$ cat config.mk
export PLATFORM = sky130hd
export DESIGN_NAME = mc_control_fsm
export DESIGN_NICKNAME = d
export VERILOG_FILES = /design/src/rtl/riscv_ctrl_pkg.sv /design/src/rtl/alu_decoder.sv /design/src/rtl/mc_control_fsm.sv
export SDC_FILE = /design/constraint.sdc
export NUM_CORES = 1
export LEC_CHECK = 0
export ABC_AREA = 1
export BUFFER_PORTS_ARGS = -buffer_cell sky130_fd_sc_hd__buf_2
export CAP_MARGIN = 20
export CORE_MARGIN = 5
export CORE_UTILIZATION = 39
export DETAILED_ROUTE_END_ITERATION = 10
export PLACE_DENSITY = 0.74
export SETUP_SLACK_MARGIN = 0.15
export SLEW_MARGIN = 20
export SYNTH_ARGS = -nofsm -noshare
export SYNTH_HDL_FRONTEND = slang
export SYNTH_SLANG_ARGS = --single-unit
export TNS_END_PERCENT = 10
$ cat constraint.sdc
create_clock -name clk -period 1.4 [get_ports clk]
set_input_delay 0.14 -clock clk [delete_from_list [all_inputs] [get_ports clk]]
set_output_delay 0.14 -clock clk [all_outputs]
set_load 0.01 [all_outputs]
$ cat src/rtl/riscv_ctrl_pkg.sv
// ---------------------------------------------------------------------------
// riscv_ctrl_pkg
// Shared definitions for the multi-cycle RV32I control path: the controller
// state enum, the opcode constants the controller decodes, and the select
// encodings driven onto the datapath muxes (ResultSrc, ALUSrcA, ALUSrcB),
// the ALU operation codes and the ImmSrc codes. The immediate extender
// imports the same ImmSrc constants so both sides agree on the format code.
// ---------------------------------------------------------------------------
package riscv_ctrl_pkg;

   // Controller states, one per datapath clock.
   typedef enum logic [3:0] {
      S_FETCH    = 4'd0,
      S_DECODE   = 4'd1,
      S_MEMADR   = 4'd2,
      S_MEMREAD  = 4'd3,
      S_MEMWB    = 4'd4,
      S_MEMWRITE = 4'd5,
      S_EXECR    = 4'd6,
      S_EXECI    = 4'd7,
      S_ALUWB    = 4'd8,
      S_BRANCH   = 4'd9,
      S_JAL      = 4'd10,
      S_LUI      = 4'd11
   } state_e;

   // ALU operation class handed to the ALU decoder.
   typedef enum logic [1:0] {
      ALUOP_ADD   = 2'b00,
      ALUOP_SUB   = 2'b01,
      ALUOP_FUNCT = 2'b10
   } aluop_e;

   // Opcodes (instr[6:0]).
   localparam logic [6:0] OP_LOAD   = 7'b0000011;
   localparam logic [6:0] OP_STORE  = 7'b0100011;
   localparam logic [6:0] OP_RTYPE  = 7'b0110011;
   localparam logic [6:0] OP_ITYPE  = 7'b0010011;
   localparam logic [6:0] OP_BRANCH = 7'b1100011;
   localparam logic [6:0] OP_JAL    = 7'b1101111;
   localparam logic [6:0] OP_JALR   = 7'b1100111;
   localparam logic [6:0] OP_LUI    = 7'b0110111;

   // ImmSrc codes for the immediate extender.
   localparam logic [2:0] IMM_I = 3'b000;
   localparam logic [2:0] IMM_S = 3'b001;
   localparam logic [2:0] IMM_B = 3'b010;
   localparam logic [2:0] IMM_J = 3'b011;
   localparam logic [2:0] IMM_U = 3'b100;

   // ALUControl codes.
   localparam logic [2:0] ALU_ADD = 3'b000;
   localparam logic [2:0] ALU_SUB = 3'b001;
   localparam logic [2:0] ALU_AND = 3'b010;
   localparam logic [2:0] ALU_OR  = 3'b011;
   localparam logic [2:0] ALU_SLT = 3'b101;

   // ResultSrc codes.
   localparam logic [1:0] RES_ALUOUT    = 2'b00;
   localparam logic [1:0] RES_DATA      = 2'b01;
   localparam logic [1:0] RES_ALURESULT = 2'b10;

   // ALUSrcA codes.
   localparam logic [1:0] SRCA_PC    = 2'b00;
   localparam logic [1:0] SRCA_OLDPC = 2'b01;
   localparam logic [1:0] SRCA_RS1   = 2'b10;
   localparam logic [1:0] SRCA_ZERO  = 2'b11;

   // ALUSrcB codes.
   localparam logic [1:0] SRCB_RS2    = 2'b00;
   localparam logic [1:0] SRCB_IMMEXT = 2'b01;
   localparam logic [1:0] SRCB_FOUR   = 2'b10;

   // Immediate format chosen from the opcode alone. jalr shares the I
   // format even though the controller does not execute it.
   function automatic logic [2:0] imm_src_of(input logic [6:0] op);
      logic [2:0] imm;
      case (op)
         OP_LOAD, OP_ITYPE, OP_JALR: imm = IMM_I;
         OP_STORE:                   imm = IMM_S;
         OP_BRANCH:                  imm = IMM_B;
         OP_JAL:                     imm = IMM_J;
         OP_LUI:                     imm = IMM_U;
         default:                    imm = IMM_I;
      endcase
      return imm;
   endfunction

endpackage

$ cat src/rtl/alu_decoder.sv
// ---------------------------------------------------------------------------
// alu_decoder
// Combinational ALU operation decode.
//   aluop      in  2  operation class: add, sub, or decode from funct fields
//   funct3     in  3  instr[14:12]
//   funct7b5   in  1  instr[30]
//   op5        in  1  instr[5], 1 for R-type, 0 for I-type ALU
//   alu_control out 3 ALUControl code
// ---------------------------------------------------------------------------
module alu_decoder
   import riscv_ctrl_pkg::*;
(
   input  aluop_e     aluop,
   input  logic [2:0] funct3,
   input  logic       funct7b5,
   input  logic       op5,
   output logic [2:0] alu_control
);

   // Map operation class and funct fields onto an ALU code.
   always_comb begin
      alu_control = ALU_ADD;
      case (aluop)
         ALUOP_ADD: alu_control = ALU_ADD;
         ALUOP_SUB: alu_control = ALU_SUB;
         ALUOP_FUNCT: begin
            case (funct3)
               // instr[30] is immediate data for addi, so only R-type
               // may select sub.
               3'b000:  alu_control = (op5 && funct7b5) ? ALU_SUB : ALU_ADD;
               3'b010:  alu_control = ALU_SLT;
               3'b110:  alu_control = ALU_OR;
               3'b111:  alu_control = ALU_AND;
               default: alu_control = ALU_ADD;
            endcase
         end
         default: alu_control = ALU_ADD;
      endcase
   end

endmodule

$ cat src/rtl/mc_control_fsm.sv
// ---------------------------------------------------------------------------
// mc_control_fsm
// Main controller of the multi-cycle RV32I core. Walks the shared datapath
// through fetch, decode and the per-class execute/memory/writeback states,
// one state per clock, and drives every datapath select and enable.
//   clk        in  1  rising-edge clock
//   rst        in  1  synchronous active-high reset
//   op         in  7  instr[6:0]
//   funct3     in  3  instr[14:12]
//   funct7b5   in  1  instr[30]
//   zero       in  1  ALU zero flag
//   PCWrite, AdrSrc, MemWrite, IRWrite, RegWrite      out 1 enables/selects
//   ResultSrc, ALUSrcA, ALUSrcB                       out 2 mux selects
//   ALUControl out 3  ALU operation
//   ImmSrc     out 3  immediate format (decoded from op only)
//   illegal    out 1  one-cycle pulse on an unsupported opcode in decode
// ---------------------------------------------------------------------------
module mc_control_fsm
   import riscv_ctrl_pkg::*;
#(
   parameter state_e RESET_STATE = S_FETCH
)
(
   input  logic       clk,
   input  logic       rst,
   input  logic [6:0] op,
   input  logic [2:0] funct3,
   input  logic       funct7b5,
   input  logic       zero,
   output logic       PCWrite,
   output logic       AdrSrc,
   output logic       MemWrite,
   output logic       IRWrite,
   output logic [1:0] ResultSrc,
   output logic [1:0] ALUSrcA,
   output logic [1:0] ALUSrcB,
   output logic [2:0] ALUControl,
   output logic [2:0] ImmSrc,
   output logic       RegWrite,
   output logic       illegal
);

   state_e     state_q;
   state_e     state_d;
   aluop_e     aluop_s;
   logic       pc_write_s;
   logic       adr_src_s;
   logic       mem_write_s;
   logic       ir_write_s;
   logic       reg_write_s;
   logic       illegal_s;
   logic [1:0] result_src_s;
   logic [1:0] alu_src_a_s;
   logic [1:0] alu_src_b_s;

   // State register with synchronous reset.
   always_ff @(posedge clk) begin
      if (rst) begin
         state_q <= RESET_STATE;
      end else begin
         state_q <= state_d;
      end
   end

   // Next-state and per-state output decode.
   always_comb begin
      state_d      = S_FETCH;
      aluop_s      = ALUOP_ADD;
      pc_write_s   = 1'b0;
      adr_src_s    = 1'b0;
      mem_write_s  = 1'b0;
      ir_write_s   = 1'b0;
      reg_write_s  = 1'b0;
      illegal_s    = 1'b0;
      result_src_s = RES_ALUOUT;
      alu_src_a_s  = SRCA_PC;
      alu_src_b_s  = SRCB_RS2;

      case (state_q)
         S_FETCH: begin
            // PC+4 goes straight from the ALU into PC.
            ir_write_s   = 1'b1;
            pc_write_s   = 1'b1;
            alu_src_a_s  = SRCA_PC;
            alu_src_b_s  = SRCB_FOUR;
            result_src_s = RES_ALURESULT;
            state_d      = S_DECODE;
         end
         S_DECODE: begin
            // OldPC + ImmExt lands in ALUOut for a later branch/jal.
            alu_src_a_s = SRCA_OLDPC;
            alu_src_b_s = SRCB_IMMEXT;
            case (op)
               OP_LOAD, OP_STORE: state_d = S_MEMADR;
               OP_RTYPE:          state_d = S_EXECR;
               OP_ITYPE:          state_d = S_EXECI;
               OP_BRANCH:         state_d = S_BRANCH;
               OP_JAL:            state_d = S_JAL;
               OP_LUI:            state_d = S_LUI;
               default: begin
                  illegal_s = 1'b1;
                  state_d   = S_FETCH;
               end
            endcase
         end
         S_MEMADR: begin
            alu_src_a_s = SRCA_RS1;
            alu_src_b_s = SRCB_IMMEXT;
            // Only lw and sw reach here; op[5] separates them.
            state_d     = op[5] ? S_MEMWRITE : S_MEMREAD;
         end
         S_MEMREAD: begin
            adr_src_s    = 1'b1;
            result_src_s = RES_ALUOUT;
            state_d      = S_MEMWB;
         end
         S_MEMWB: begin
            result_src_s = RES_DATA;
            reg_write_s  = 1'b1;
            state_d      = S_FETCH;
         end
         S_MEMWRITE: begin
            adr_src_s    = 1'b1;
            result_src_s = RES_ALUOUT;
            mem_write_s  = 1'b1;
            state_d      = S_FETCH;
         end
         S_EXECR: begin
            alu_src_a_s = SRCA_RS1;
            alu_src_b_s = SRCB_RS2;
            aluop_s     = ALUOP_FUNCT;
            state_d     = S_ALUWB;
         end
         S_EXECI: begin
            alu_src_a_s = SRCA_RS1;
            alu_src_b_s = SRCB_IMMEXT;
            aluop_s     = ALUOP_FUNCT;
            state_d     = S_ALUWB;
         end
         S_ALUWB: begin
            result_src_s = RES_ALUOUT;
            reg_write_s  = 1'b1;
            state_d      = S_FETCH;
         end
         S_BRANCH: begin
            // rs1 - rs2 sets zero; ALUOut still holds the target for PC.
            alu_src_a_s  = SRCA_RS1;
            alu_src_b_s  = SRCB_RS2;
            aluop_s      = ALUOP_SUB;
            result_src_s = RES_ALUOUT;
            case (funct3)
               3'b000:  pc_write_s = zero;
               3'b001:  pc_write_s = ~zero;
               default: pc_write_s = 1'b0;
            endcase
            state_d = S_FETCH;
         end
         S_JAL: begin
            // Target from ALUOut into PC while OldPC+4 forms the link value.
            alu_src_a_s  = SRCA_OLDPC;
            alu_src_b_s  = SRCB_FOUR;
            result_src_s = RES_ALUOUT;
            pc_write_s   = 1'b1;
            state_d      = S_ALUWB;
         end
         S_LUI: begin
            // 0 + U-immediate.
            alu_src_a_s = SRCA_ZERO;
            alu_src_b_s = SRCB_IMMEXT;
            state_d     = S_ALUWB;
         end
         default: begin
            state_d = S_FETCH;
         end
      endcase
   end

   alu_decoder u_alu_decoder (
      .aluop       (aluop_s),
      .funct3      (funct3),
      .funct7b5    (funct7b5),
      .op5         (op[5]),
      .alu_control (ALUControl)
   );

   // Architectural side effects are suppressed for as long as rst is held,
   // even before the state register has been forced to fetch.
   assign PCWrite   = pc_write_s  & ~rst;
   assign MemWrite  = mem_write_s & ~rst;
   assign IRWrite   = ir_write_s  & ~rst;
   assign RegWrite  = reg_write_s & ~rst;
   assign illegal   = illegal_s   & ~rst;
   assign AdrSrc    = adr_src_s;
   assign ResultSrc = result_src_s;
   assign ALUSrcA   = alu_src_a_s;
   assign ALUSrcB   = alu_src_b_s;
   assign ImmSrc    = imm_src_of(op);

endmodule
======== Yosys cells after proc, flatten, opt, wreduce, memory -nomap -nowiden ========
Cells that the tools add are included.
storage, ports and cells
  logic and storage cells ................. 64
  output and inout bits ................... 18
  flip-flop bits (word level) ............. 4
cells by class
  bitwise gates (word level) .............. 7
  equality and inequality tests ........... 24
  muxes and demuxes ....................... 19
  reduce and logical (&&, ||, !) cells .... 13
operators with widths
  kind                  number
  $pmux W3 S4           2
  $pmux W4 S6           1
  $eq A7 B6 Y1 const B  3
  $pmux W4 S5           1
  $eq A4 B3 Y1 const B  4
  $eq A4 B4 Y1 const B  4
  $eq A7 B7 Y1 const B  2
  $pmux W2 S2           3
  $reduce_or A2 Y1      6
  $reduce_or A4 Y1      3
  $eq A4 B2 Y1 const B  2
  $eq A7 B2 Y1 const B  1
  $eq A7 B5 Y1 const B  1
  $mux W1               7
  $reduce_or A7 Y1      1
  $eq A3 B3 Y1 const B  2
  $pmux W2 S3           1
  $pmux W3 S2           1
  $and A1 B1 Y1         5
  $eq A4 B1 Y1 const B  1
  $logic_not A4 Y1      1
  $pmux W1 S2           2
  $eq A3 B1 Y1 const B  1
  $eq A3 B2 Y1 const B  1
  other kinds (6)       7

======== Logic depth before layout (Yosys ltp) ========
  depth in word-level cells ............... 5
  mapped depth ............................ 8
  gate-level depth less buffers ........... 8

======== Cells and area by module ========
From an unflattened synthesis, not the netlist that was laid out.
second synthesis, totals
  cell total of the unflattened synthesis .. 112
  area total of the unflattened synthesis .. 580.6 um^2
by module, submodules not included
  module          area an instance (um^2)  cells an instance  times used
  mc_control_fsm  489.2                    95                 1
  alu_decoder     91.3                     17                 1

======== Worst setup path after synthesis ========
No wires, ideal clock.
  kind .................................... register -> output
  from .................................... register state_q[2]
  to ...................................... output ALUControl[2]
  cell stages (with the launch flop) ...... 8
  setup slack ............................. -215 ps
  data required time ...................... 1,260 ps
  buffers on the path ..................... 0
  data arrival time ....................... 1,475 ps
  cell sequence ........................... dfxtp_1 -> inv_1 -> nor2_1 -> inv_1 -> nor2_1 -> inv_1 -> ha_1 -> nor4_1
on the way
  cells in the longest elaborated chain, start to end .. 5
  elaborated cells between the ends (all ways) .. 8
  classes of those cells .................. eq/ne: 5; mux: 2; reduce/logical: 1
ends and longest elaborated chain
  element                                       line                  source
  start: declaration                            mc_control_fsm.sv:43  state_e state_q;
  start signal: assignment                      mc_control_fsm.sv:61  state_q <= state_d;
  $eq A4 B3 Y1                                  mc_control_fsm.sv:79  case (state_q)
  $reduce_or A2 Y1 (no line)                    -
  $pmux W2 S2 (*)                               mc_control_fsm.sv:79
  $eq A2 B2 Y1 or $eq A2 B1 Y1 (tied branches)  alu_decoder.sv:23     case (aluop)
  $pmux W3 S2 (*)                               alu_decoder.sv:23
  end: declaration                              mc_control_fsm.sv:37  output logic [2:0] ALUControl,
Every way passes the cells marked *; elsewhere a longest branch is shown, timed or not.

======== Worst setup path in the final report ========
Ends and elaborated chain as after synthesis.

==> metrics <==
Lkg Pwr 0.0005458 uW; status finished, violations left; worst endpoint required time 1260 ps; final hold vios 0; CTS root buf clkbuf_4; fmax 598.0 MHz; Synth Area in Adders 4.246%; Hold Crit Start rst; post-synthesis sequential area ratio 13.59%; RR Startpoint state_q[1]; pin count of the biggest net entering global routing 9; biggest regs state_q: 4 flops; core box area 0.001471 mm2; post-route cell area 974.7 um2; initial antenna violation count 0; fin crit period 1672 ps; 1st-pass router iterations 4; post-synthesis xor/xnor area fraction 0%; Clock Latency Late Sink 230 ps; Reg with most FFs state_q; crit path buf inv count 5; maximum capacitance violations 0; count of final setup violators 6; GRT Util Overall 16.31%; CTS Buf Count 3; row cnt 14; ratio of cells with drive above 1 in the final layout 49.68%; max reg flops 4; failing checks negative setup slack; clock-pin slew on the worst setup and hold paths 30 ps; max incr delay on CP 330 ps; Worst R2R End state_q[2]; Worst Path Arrival 1530 ps; Compound-Gate Fraction of Synth Area 12.10%; critical path class reg2out; Post-Syn Instances 114; Post-synth EDFFs 0; actual slew at the worst max-slew pin 216.9 ps; die area 0.002388 mm2; main flop type after synthesis dfxtp_1; TNS Setup -829.9 ps; CTS tree built; DP Wirelength 1431 um; I/O pin count 32; syn_nets 130; dpl cell area 853.3 um2; synth unique cells 25; DR vias/cell 5.012; share of synthesized area spent on multiplexers 0%; main combinational cell family by area after synthesis simple AND/OR/NAND/NOR gates; # DRC 0; CP delay by family, top simple AND/OR/NAND/NOR gates; Antenna Cells 0; FF+latch count, synth 4; Hold WC Path Type in2reg; Final period util 119.4%; Area growth syn-to-layout 65.39%; gr ovfl total 0; Hold EP state_q[3]; DR vias 867; most common cell after layout, fill and taps aside buf_2; Nets 175; path depth of the worst reg2reg path 6; vias in the first global route 814; synthesized area 589.3 um2; syn avg cell area 5.169 um2; Hold Path Depth 2; asr flop ratio synth 0%; port bufs 31; post-route insts no fill 173; pwr dens 419.8 mW/mm2; DR iter-0 viols 17; nature of the critical path startpoint register; placed cells 168; global-route wire length before repair 3215 um; Die Wd 48.87 um; critical path cell sequence inv_2 -> nor2_4 -> inv_2 -> nor2_4 -> buf_6 -> ha_4 -> inv_4 -> nor4_4 -> buf_2; clock sink count 4; CP Max Fanout 2; Final ANT Viol Nets 0; Final Skew 1.705 ps; Clock Path Buffers 2; Syn. warnings 0; unrepaired setup endpoints after global routing yes; Hold Buf Count CTS 0; max_slew headroom 85.49%; WL per Instance 10.16 um; H-tree depth 1; Post-Synth Simple-Gate Area 53.50%; Pins Over Slew Limit 0; Util after Layout 66.24%; Die H 48.87 um; gp weighted congestion 0.8255; most frequent cells in the layout 31 x buf_2, 23 x nand2_1, 20 x nor2_1, 12 x inv_1, 10 x inv_2; slowest CP cell dfxtp_2; setup ws final -272.1 ps; final wirelength 1757 um; flop-to-flop setup slack 330 ps; Initial Utilization 40.05%; VDD IR-drop max 0.0002602 V; critical path capture point type output port; final hold slack 179.5 ps
-- per-layer routing --
layer / routed length [um] / part of all wire (%) / track usage (%)
met5: 0 / 0 / 0
met4: 13 / 0.74 / 6.726
met3: 100 / 5.7 / 2.752
met2: 940 / 54 / 28.70
met1: 703 / 40 / 19.16
-- report_power, final --
part	internal, uW	switching (uW)	leakage [uW]
registers	118	2.05	0.0000341
logic	64.3	90.1	0.000498
clock network	95.3	39.6	0.0000138
total	277	132	0.000546
-- timing repair --
item / in CTS / in global routing
resized for setup: 23 / 5
buffers inserted: 2 / 0
pin swaps: 8 / 2
endpoints found under the setup margin: 13 / 15
-- layout make-up --
type,count,area [um2]
multi-input cells,85,505.5
fillers,135,496.7
repair buffers,42,254.0
inverters,23,88.84
flip-flops and latches,4,83.83
clock buffers,3,22.52
well taps,16,20.02
-- cells in the mapped netlist, types with 2 or more instances --
cell type	n	area [um2]
a21oi_1	4	20.02
dfxtp_1	4	80.08
ha_1	2	25.02
inv_1	21	78.83
inv_2	2	7.510
nand2_1	27	101.4
nand2_2	2	12.51
nand3_1	9	45.04
nor2_1	23	86.33
nor3_1	3	15.01
o21ai_0	3	15.01
-- through the flow --
step / setup slack (ps) / power (uW)
global route: -381.3 / 443.1
CTS: -272.1 / 414.1
finish: -272.1 / 409.2
floorplan: -11.85 / 202.5
detailed placement: -136.4 / 266.4
global placement: -110.9 / 264.8
-- worst max-delay path by stage --
stage	start	to	cells after the start
5_1_grt	state_q[2]	ALUControl[2]	9
3_3_place_gp	state_q[2]	ALUControl[2]	8
2_1_floorplan	state_q[2]	ALUControl[2]	7
4_1_cts	state_q[1]	ALUControl[2]	8
3_5_place_dp	state_q[2]	ALUControl[2]	8
6_report	state_q[2]	ALUControl[2]	9
-- kinds of logic after synthesis --
family,count (synthesis)
simple gates,71
buf+inv,25
compound gates,12
flops,4
fa+ha+maj,2
-- worst register-to-register path, stage by stage (launching register included) --
cell,delay [ps]
dfxtp_2,310
inv_2,80
nand2_2,70
buf_4,140
nor2_4,160
nand3_1,100
a21oi_1,130
Note: power is estimated with default switching activity, not from simulation.
